## config.mk

```make
export PLATFORM = sky130hd
export DESIGN_NAME = dht_frame_receiver
export DESIGN_NICKNAME = d
export VERILOG_FILES = /design/src/rtl/dht_frame_receiver_pkg.sv /design/src/rtl/dht_frame_receiver_us_tick.sv /design/src/rtl/dht_frame_receiver.sv
export SDC_FILE = /design/constraint.sdc
export NUM_CORES = 1
export LEC_CHECK = 0
export CORE_MARGIN = 2
export CORE_UTILIZATION = 45
export CTS_CLUSTER_DIAMETER = 150
export DETAILED_ROUTE_END_ITERATION = 8
export GPL_TIMING_DRIVEN = 0
export PLACE_DENSITY = 0.76
export RECOVER_POWER = 25
export SYNTH_ARGS = -nofsm -noshare
export SYNTH_HDL_FRONTEND = slang
export SYNTH_SLANG_ARGS = --single-unit
```

## constraint.sdc

```tcl
create_clock -name clk -period 5.3 [get_ports clk]
set_input_delay 1.59 -clock clk [delete_from_list [all_inputs] [get_ports clk]]
set_output_delay 1.59 -clock clk [all_outputs]
set_load 0.05 [all_outputs]
```

## src/rtl/dht_frame_receiver_pkg.sv

```systemverilog
// Shared definitions for the DHT11/DHT22 frame receiver: FSM states, error codes,
// frame byte indices and the frame byte/checksum helpers.
package dht_frame_receiver_pkg;

    typedef enum logic [3:0] {
        S_IDLE,
        S_START_LOW,
        S_RELEASE,
        S_RESP_LOW,
        S_RESP_HIGH,
        S_BIT_LOW,
        S_BIT_HIGH,
        S_CHECK,
        S_COOLDOWN
    } state_t;

    localparam logic [1:0] ERR_NONE     = 2'd0;
    localparam logic [1:0] ERR_NO_RESP  = 2'd1;
    localparam logic [1:0] ERR_TIMEOUT  = 2'd2;
    localparam logic [1:0] ERR_CHECKSUM = 2'd3;

    // Byte 0 is the first byte on the wire and sits in the frame MSBs.
    localparam int BYTE_HUM_INT  = 0;
    localparam int BYTE_HUM_DEC  = 1;
    localparam int BYTE_TEMP_INT = 2;
    localparam int BYTE_TEMP_DEC = 3;
    localparam int BYTE_CHECKSUM = 4;

    function automatic logic [7:0] frame_byte(input logic [39:0] frame, input int idx);
        logic [39:0] shifted;
        shifted = frame >> (8 * (BYTE_CHECKSUM - idx));
        return shifted[7:0];
    endfunction

    function automatic logic checksum_ok(input logic [39:0] frame);
        logic [7:0] sum;
        sum = frame_byte(frame, BYTE_HUM_INT) + frame_byte(frame, BYTE_HUM_DEC)
            + frame_byte(frame, BYTE_TEMP_INT) + frame_byte(frame, BYTE_TEMP_DEC);
        return sum == frame_byte(frame, BYTE_CHECKSUM);
    endfunction

endpackage

```

## src/rtl/dht_frame_receiver_us_tick.sv

```systemverilog
// Free-running prescaler producing a one-cycle tick every microsecond of CLK_FREQ_HZ.
// With a 1 MHz clock the tick is permanently high.
module dht_frame_receiver_us_tick #(
    parameter int CLK_FREQ_HZ = 50_000_000
) (
    input  logic clk,
    input  logic rst,
    output logic o_tick
);
    localparam int DIV = CLK_FREQ_HZ / 1_000_000;
    localparam int CW  = (DIV > 1) ? $clog2(DIV) : 1;
    localparam logic [CW-1:0] LAST = CW'(DIV - 1);

    logic [CW-1:0] r_cnt;

    always_ff @(posedge clk) begin
        if (rst || r_cnt == LAST) r_cnt <= '0;
        else                      r_cnt <= r_cnt + 1'b1;
    end

    assign o_tick = (r_cnt == LAST);
endmodule

```

## src/rtl/dht_frame_receiver.sv

```systemverilog
// DHT11/DHT22 single-wire host: start pulse, response/bit timing, checksum, result bytes.
// Define DHT_DEGLITCH_EN to filter the synchronised pad level (3 agreeing samples).
module dht_frame_receiver
    import dht_frame_receiver_pkg::*;
#(
    parameter int CLK_FREQ_HZ   = 50_000_000,
    parameter int START_LOW_US  = 18000,
    parameter int TIMEOUT_US    = 100,
    parameter int BIT_THRESH_US = 48,
    parameter int COOLDOWN_MS   = 1000
) (
    input  logic        clk,
    input  logic        rst,
    input  logic        start,
    input  logic        dht_in,
    output logic        dht_oe,
    output logic        busy,
    output logic        data_valid,
    output logic        err_valid,
    output logic [1:0]  err_code,
    output logic [7:0]  hum_int,
    output logic [7:0]  hum_dec,
    output logic [7:0]  temp_int,
    output logic [7:0]  temp_dec,
    output logic [39:0] raw_frame
);
    localparam logic [15:0] START_LAST = 16'(START_LOW_US - 1);
    localparam logic [15:0] TO_LAST    = 16'(TIMEOUT_US - 1);
    localparam logic [15:0] BIT_THRESH = 16'(BIT_THRESH_US);
    localparam int          COOL_US    = COOLDOWN_MS * 1000;
    localparam int          CCW        = $clog2(COOL_US + 1);
    localparam logic [CCW-1:0] COOL_LAST = CCW'(COOL_US - 1);

    state_t         r_state, w_state_next;
    logic           w_tick;
    logic [15:0]    r_phase_cnt;
    logic [CCW-1:0] r_cool_cnt;
    logic [1:0]     r_sync;
    logic           w_level, r_level_d, w_rise, w_fall;
    logic           w_phase_to, w_shift, w_bit, w_fail;
    logic [1:0]     w_fail_code;
    logic [39:0]    r_frame, r_raw_frame;
    logic [5:0]     r_bit_cnt;
    logic           r_data_valid, r_err_valid;
    logic [1:0]     r_err_code;
    logic [7:0]     r_hum_int, r_hum_dec, r_temp_int, r_temp_dec;

    dht_frame_receiver_us_tick #(.CLK_FREQ_HZ(CLK_FREQ_HZ)) u_us_tick (
        .clk    (clk),
        .rst    (rst),
        .o_tick (w_tick)
    );

    // NOTE: every clocked process uses non-blocking assignments so all registers update together.
    always_ff @(posedge clk) begin
        if (rst) r_sync <= 2'b11;
        else     r_sync <= {r_sync[0], dht_in};
    end

`ifdef DHT_DEGLITCH_EN
    logic [2:0] r_hist;
    logic       r_filt;

    always_ff @(posedge clk) begin
        if (rst) begin
            r_hist <= 3'b111;
            r_filt <= 1'b1;
        end else begin
            r_hist <= {r_hist[1:0], r_sync[1]};
            if (&r_hist)       r_filt <= 1'b1;
            else if (~|r_hist) r_filt <= 1'b0;
        end
    end

    assign w_level = r_filt;
`else
    assign w_level = r_sync[1];
`endif

    always_ff @(posedge clk) begin
        if (rst) r_level_d <= 1'b1;
        else     r_level_d <= w_level;
    end

    assign w_rise     = w_level & ~r_level_d;
    assign w_fall     = ~w_level & r_level_d;
    assign w_phase_to = w_tick && (r_phase_cnt == TO_LAST);
    assign w_bit      = (r_phase_cnt > BIT_THRESH);

    always_ff @(posedge clk) begin
        if (rst) r_state <= S_IDLE;
        else     r_state <= w_state_next;
    end

    // NOTE: every signal gets a default before the case so no latch is inferred.
    always_comb begin
        w_state_next = r_state;
        w_shift      = 1'b0;
        w_fail       = 1'b0;
        w_fail_code  = ERR_NONE;
        dht_oe       = (r_state == S_START_LOW);
        busy         = (r_state != S_IDLE);
        case (r_state)
            S_IDLE:      if (start) w_state_next = S_START_LOW;
            S_START_LOW: if (w_tick && r_phase_cnt == START_LAST) w_state_next = S_RELEASE;
            S_RELEASE: begin
                if (w_fall) w_state_next = S_RESP_LOW;
                else if (w_phase_to) begin
                    w_state_next = S_COOLDOWN;
                    w_fail       = 1'b1;
                    w_fail_code  = ERR_NO_RESP;
                end
            end
            S_RESP_LOW, S_RESP_HIGH, S_BIT_LOW, S_BIT_HIGH: begin
                if ((r_state == S_RESP_LOW) && w_rise)       w_state_next = S_RESP_HIGH;
                else if ((r_state == S_RESP_HIGH) && w_fall) w_state_next = S_BIT_LOW;
                else if ((r_state == S_BIT_LOW) && w_rise)   w_state_next = S_BIT_HIGH;
                else if ((r_state == S_BIT_HIGH) && w_fall) begin
                    w_shift      = 1'b1;
                    w_state_next = (r_bit_cnt == 6'd39) ? S_CHECK : S_BIT_LOW;
                end else if (w_phase_to) begin
                    w_state_next = S_COOLDOWN;
                    w_fail       = 1'b1;
                    w_fail_code  = ERR_TIMEOUT;
                end
            end
            S_CHECK:    w_state_next = S_COOLDOWN;
            S_COOLDOWN: if (w_tick && r_cool_cnt == COOL_LAST) w_state_next = S_IDLE;
            default:    w_state_next = S_IDLE;
        endcase
    end

    always_ff @(posedge clk) begin
        if (rst || w_state_next != r_state) r_phase_cnt <= '0;
        else if (w_tick)                    r_phase_cnt <= r_phase_cnt + 16'd1;
    end

    // Cooldown outlasts the 16-bit phase counter, so it has its own.
    always_ff @(posedge clk) begin
        if (rst || r_state != S_COOLDOWN) r_cool_cnt <= '0;
        else if (w_tick)                  r_cool_cnt <= r_cool_cnt + 1'b1;
    end

    always_ff @(posedge clk) begin
        if (rst) begin
            r_frame      <= '0;
            r_raw_frame  <= '0;
            r_bit_cnt    <= '0;
            r_data_valid <= 1'b0;
            r_err_valid  <= 1'b0;
            r_err_code   <= ERR_NONE;
            r_hum_int    <= '0;
            r_hum_dec    <= '0;
            r_temp_int   <= '0;
            r_temp_dec   <= '0;
        end else begin
            r_data_valid <= 1'b0;
            r_err_valid  <= 1'b0;
            if (r_state == S_RELEASE) r_bit_cnt <= '0;
            if (w_shift) begin
                r_frame   <= {r_frame[38:0], w_bit};
                r_bit_cnt <= r_bit_cnt + 6'd1;
            end
            if (w_fail) begin
                r_err_valid <= 1'b1;
                r_err_code  <= w_fail_code;
            end
            if (r_state == S_CHECK) begin
                r_raw_frame <= r_frame;
                if (checksum_ok(r_frame)) begin
                    r_data_valid <= 1'b1;
                    r_err_code   <= ERR_NONE;
                    r_hum_int    <= frame_byte(r_frame, BYTE_HUM_INT);
                    r_hum_dec    <= frame_byte(r_frame, BYTE_HUM_DEC);
                    r_temp_int   <= frame_byte(r_frame, BYTE_TEMP_INT);
                    r_temp_dec   <= frame_byte(r_frame, BYTE_TEMP_DEC);
                end else begin
                    r_err_valid <= 1'b1;
                    r_err_code  <= ERR_CHECKSUM;
                end
            end
        end
    end

    assign data_valid = r_data_valid;
    assign err_valid  = r_err_valid;
    assign err_code   = r_err_code;
    assign hum_int    = r_hum_int;
    assign hum_dec    = r_hum_dec;
    assign temp_int   = r_temp_int;
    assign temp_dec   = r_temp_dec;
    assign raw_frame  = r_raw_frame;
endmodule

```

After elaboration in Yosys (flattened, before gate mapping):

Cells that the tools add are included.

* flip-flop bits (word level): 171

* equal/unequal tests: 16
* add/sub/neg operators: 7
* mux-type cells: 40
* reductions and logical operators: 17
* bitwise gates (word level): 5
* $lt $le $gt $ge: 1

Operator list (number)
* $mux W4: 9
* $add A8 B8 Y8: 3
* $pmux W4 S6: 1
* $add A20 B1 Y20 const B: 1
* $eq A20 B20 Y1 const B: 1
* $mux W2: 9
* $mux W1: 17
* $add A16 B1 Y16 const B: 1
* $eq A16 B15 Y1 const B: 1
* $eq A16 B7 Y1 const B: 1
* $eq A4 B3 Y1 const B: 4
* $gt A16 B6 Y1 const B: 1
* $add A6 B1 Y6 const B: 2
* $eq A6 B6 Y1 const B: 2
* $mux W6: 2
* $eq A4 B2 Y1 const B: 2
* $eq A8 B8 Y1: 1
* $logic_and A1 B1 Y1: 7
* $eq A4 B1 Y1 const B: 1
* $eq A4 B4 Y1 const B: 1
* $logic_not A4 Y1: 1
* $ne A4 B4 Y1: 1
* $ne A4 B4 Y1 const B: 1
* $pmux W2 S2: 1
* other kinds (9): 15

Logic depth before layout (Yosys ltp):

* word-level depth: 11
* gate-level depth with buffers: 13
* depth with buffers taken out: 12

Cells and area by module:

From an unflattened synthesis, not the netlist that was laid out.

* cell total of the unflattened synthesis: 918
* area total of the unflattened synthesis: 7763.7 sq um

By module, submodules not included
* dht_frame_receiver: cells an instance 891, area each 7511.0 sq um, times used 1
* dht_frame_receiver_us_tick: cells an instance 27, area each 252.7 sq um, times used 1

Worst setup path after synthesis:

Ideal clock, no wire load.

* path type: reg2out
* from: register r_state[1]
* to: output port dht_oe
* cell stages (with the launch flop): 3
* arrival: 2309 ps
* setup slack: 1401 ps
* data required time: 3710 ps
* cells stage by stage: dfxtp_1 -> clkbuf_1 -> nor4b_1

* cells in the longest elaborated chain, start to end: 1

RTL lines
* start, declared: RTL line dht_frame_receiver.sv:34 `state_t r_state, w_state_next;`
* start signal, assigned: RTL line dht_frame_receiver.sv:92 `else r_state <= w_state_next;`
* $eq A4 B1 Y1: RTL line dht_frame_receiver.sv:101 `dht_oe = (r_state == S_START_LOW);`
* end, declared: RTL line dht_frame_receiver.sv:16 `output logic dht_oe,`

Every way passes these cells.

Final worst setup path:

* from: register r_state[0]
* to: output port dht_oe

Same word-level chain as after synthesis.

==> flow_summary.ini <==
[sta]
worst_pin_slew_ns = 1.02
setup_violations = 0
fmax_mhz = 245
slew-limit-headroom = 0.311
rsz0062_at_grt = no
post-route-period-util = 0.770
whs_ns = 0.408
clock_skew_ns = 0.0147
min_period_ns = 4.08
drv_slew = 0
finalHoldViolCount = 0
finalSetupTns_ns = 0

[final_layout]
diodes = 0
fillers = 1512
final_util = 0.560
stdcell_count = 1258
multiInputGateArea_sq_um = 3920
fin_nets = 1056
final_cell_mix = nand2_1, dfxtp_1, a21oi_1
drive_gt1_frac = 0.0588
final_common_cell = nand2_1
fin_area_sq_um = 9350
syn_to_final_growth_pct = 21.1
seq_area_sq_um = 3420

[pwr]
swShare = 0.232
seqPwrFrac = 0.505
p_switching_uw = 593
p_comb_frac = 0.023
power_leakage_uw = 0.00313
p_per_area_nw_per_um2 = 273
p_clk_frac = 0.472
ir_drop_mv = 0.258
p_int_uw = 1960

[clocking]
root_buffer = clkbuf_16
cts_tree = built
postCtsSetupBuffers = 0
holdBufCountCts = 0
worstSkewPairLatency_ns = 0.44
clockBufferDepth = 2
cts_buffers = 17
cts_resized = 0
clk_pin_slew_ns = 0.07
cts.htree.levels = 4
cts.sinks = 171

[grt]
grt_max_degree = 17
grtUsageTotal = 0.225
grt_overflow = 0
grt_pass1_vias = 6503
grt_pass1_wl_mm = 32.5
antenna_found_initial = 0

[setup_path]
required_ns = 3.71
start_kind = flip-flop
critPathCaptureType = primary output
critPathKind = reg2out
worstPathArrival_ns = 2.49
crit_fanout = 9

[synthesis]
yosys_warnings = 0
postSynthAreaPerCell_sq_um = 8.34
async_flop_share = 0
synth_area_sq_um = 7720
synth-main-ff-cell = dfxtp_1
synthCells = 925
synth_cell_types = 56
synth.largest_area_cell = dfxtp_1
synth_top_area_frac = 0.444
synth_edf_count = 0
ys_seq_area_frac = 0.444
synth_fp_nets = 956
ys_seq_elements = 171
yosys-top-cells-area = dfxtp_1, nand2_1, a21oi_1, fa_1, nand4_1

[worst_hold_path]
hold_class = reg2reg

[floorplanning]
core_area_sq_um = 16700
die_h_um = 135
num_rows = 47
initial_core_util = 0.462
die_w_um = 135
ios = 82
die-area_sq_um = 18200

[place]
dp_cells = 1226
dpl.hpwl_mm = 14.3
portBuffers = 81
place_area_sq_um = 8800
gp_congestion = 0.878

[drt]
wl_mm = 20.2
post_drt_wl_per_cell_um = 16.1
via_count = 6975
drt_iter0_drc = 616
postRouteAntennaNets = 0
route.detailed.drc = 0
firstDrtPassIters = 6
vias_per_cell = 5.54

[flow_run]
max-cap-violations = 0

[outcome]
outcome = complete, no violations
## power groups by stage
stage	registers [uW]	clock network (uW)	logic [uW]
after floorplan	1320	0	41.3
after global placement	1320	0	60.6
after detailed placement	1320	0	61.1
after CTS	1290	1220	61.5
after global routing	1290	1270	63.1
final	1290	1210	58.9
## worst max-delay path, cell delays in order (launching register included)
cell	delay, ns
dfxtp_1	0.31
clkbuf_1	0.33
nor4b_1	0.50
clkdlybuf4s50_1	0.92
## path summary, 6_finish.rpt
check | endpoint | startpoint | slack (ns) | depth (start not counted)
worst min-delay path | r_sync[1]$_SDFF_PP1_ | r_sync[0]$_SDFF_PP1_ | 0.41 | 1
worst max register to register | err_code[1]$_SDFFE_PP0P_ | r_frame[9]$_SDFFE_PP0P_ | 1.28 | 12
worst max-delay path | dht_oe | r_state[0]$_SDFF_PP0_ | 1.22 | 3
worst min register to register | r_sync[1]$_SDFF_PP1_ | r_sync[0]$_SDFF_PP1_ | 0.41 | 1
## state kept, by name, summed over array words and instances, names as in the netlist, 2 cells and up
name             flops
r_state              4
temp_dec             8
u_us_tick.r_cnt      6
r_cool_cnt          20
hum_dec              8
hum_int              8
temp_int             8
err_code             2
r_phase_cnt         16
raw_frame           40
r_sync               2
r_frame             40
r_bit_cnt            6
## stage by stage
stage / power, uW / setup slack, ns
2_1_floorplan: 1360 / 1.40
3_3_place_gp: 1380 / 1.34
3_5_place_dp: 1380 / 1.34
4_1_cts: 2570 / 1.23
5_1_grt: 2620 / 1.06
6_report: 2560 / 1.22
## area by class of cell
cell class	instances	area share
Sequential cell	171	0.366
Clock inverter	13	0.0139
Inverter	20	0.00803
Tap cell	220	0.0295
Timing Repair Buffer	81	0.0867
Buffer	63	0.0303
Clock buffer	19	0.0463
Multi-Input combinational cell	671	0.419
## metal layers
layer  routed length [um]  global-route usage  vias to the layer above
met5                    0                   0                        -
met4                  558              0.0932                        0
met3                 1350              0.0402                       45
met2                 9280               0.350                      267
met1                 9030               0.311                     3263
li1                     -                   -                     3400
## cells in the mapped netlist, types with 4 or more instances
master / n
clkbuf_1: 52
xnor2_1: 21
ha_1: 13
nand2_1: 188
nor4_1: 9
dfxtp_1: 171
a21oi_1: 140
nand3_1: 21
nor2_1: 52
o21ai_0: 14
and3_1: 5
a211oi_1: 4
nor3_1: 20
nand4_1: 43
a21o_1: 4
buf_6: 4
nor3_2: 11
fa_1: 14
xor2_1: 27
o21ai_1: 29
inv_1: 20
buf_4: 4
## kinds of logic (layout without fill, tap and decap cells)
| kind of cell | after synthesis | count (layout) | synth area share |
|---|---|---|---|
| adder cells (fa/ha/maj) | 27 | 27 | 0.0574 |
| AND/OR/NAND/NOR | 384 | 384 | 0.241 |
| AO/OA/AOI/OAI | 210 | 210 | 0.149 |
| XOR/XNOR | 50 | 50 | 0.0603 |
| flip-flops | 171 | 171 | 0.444 |
| buffers and inverters | 83 | 196 | 0.0485 |
Power figures use the tool's default switching activity.
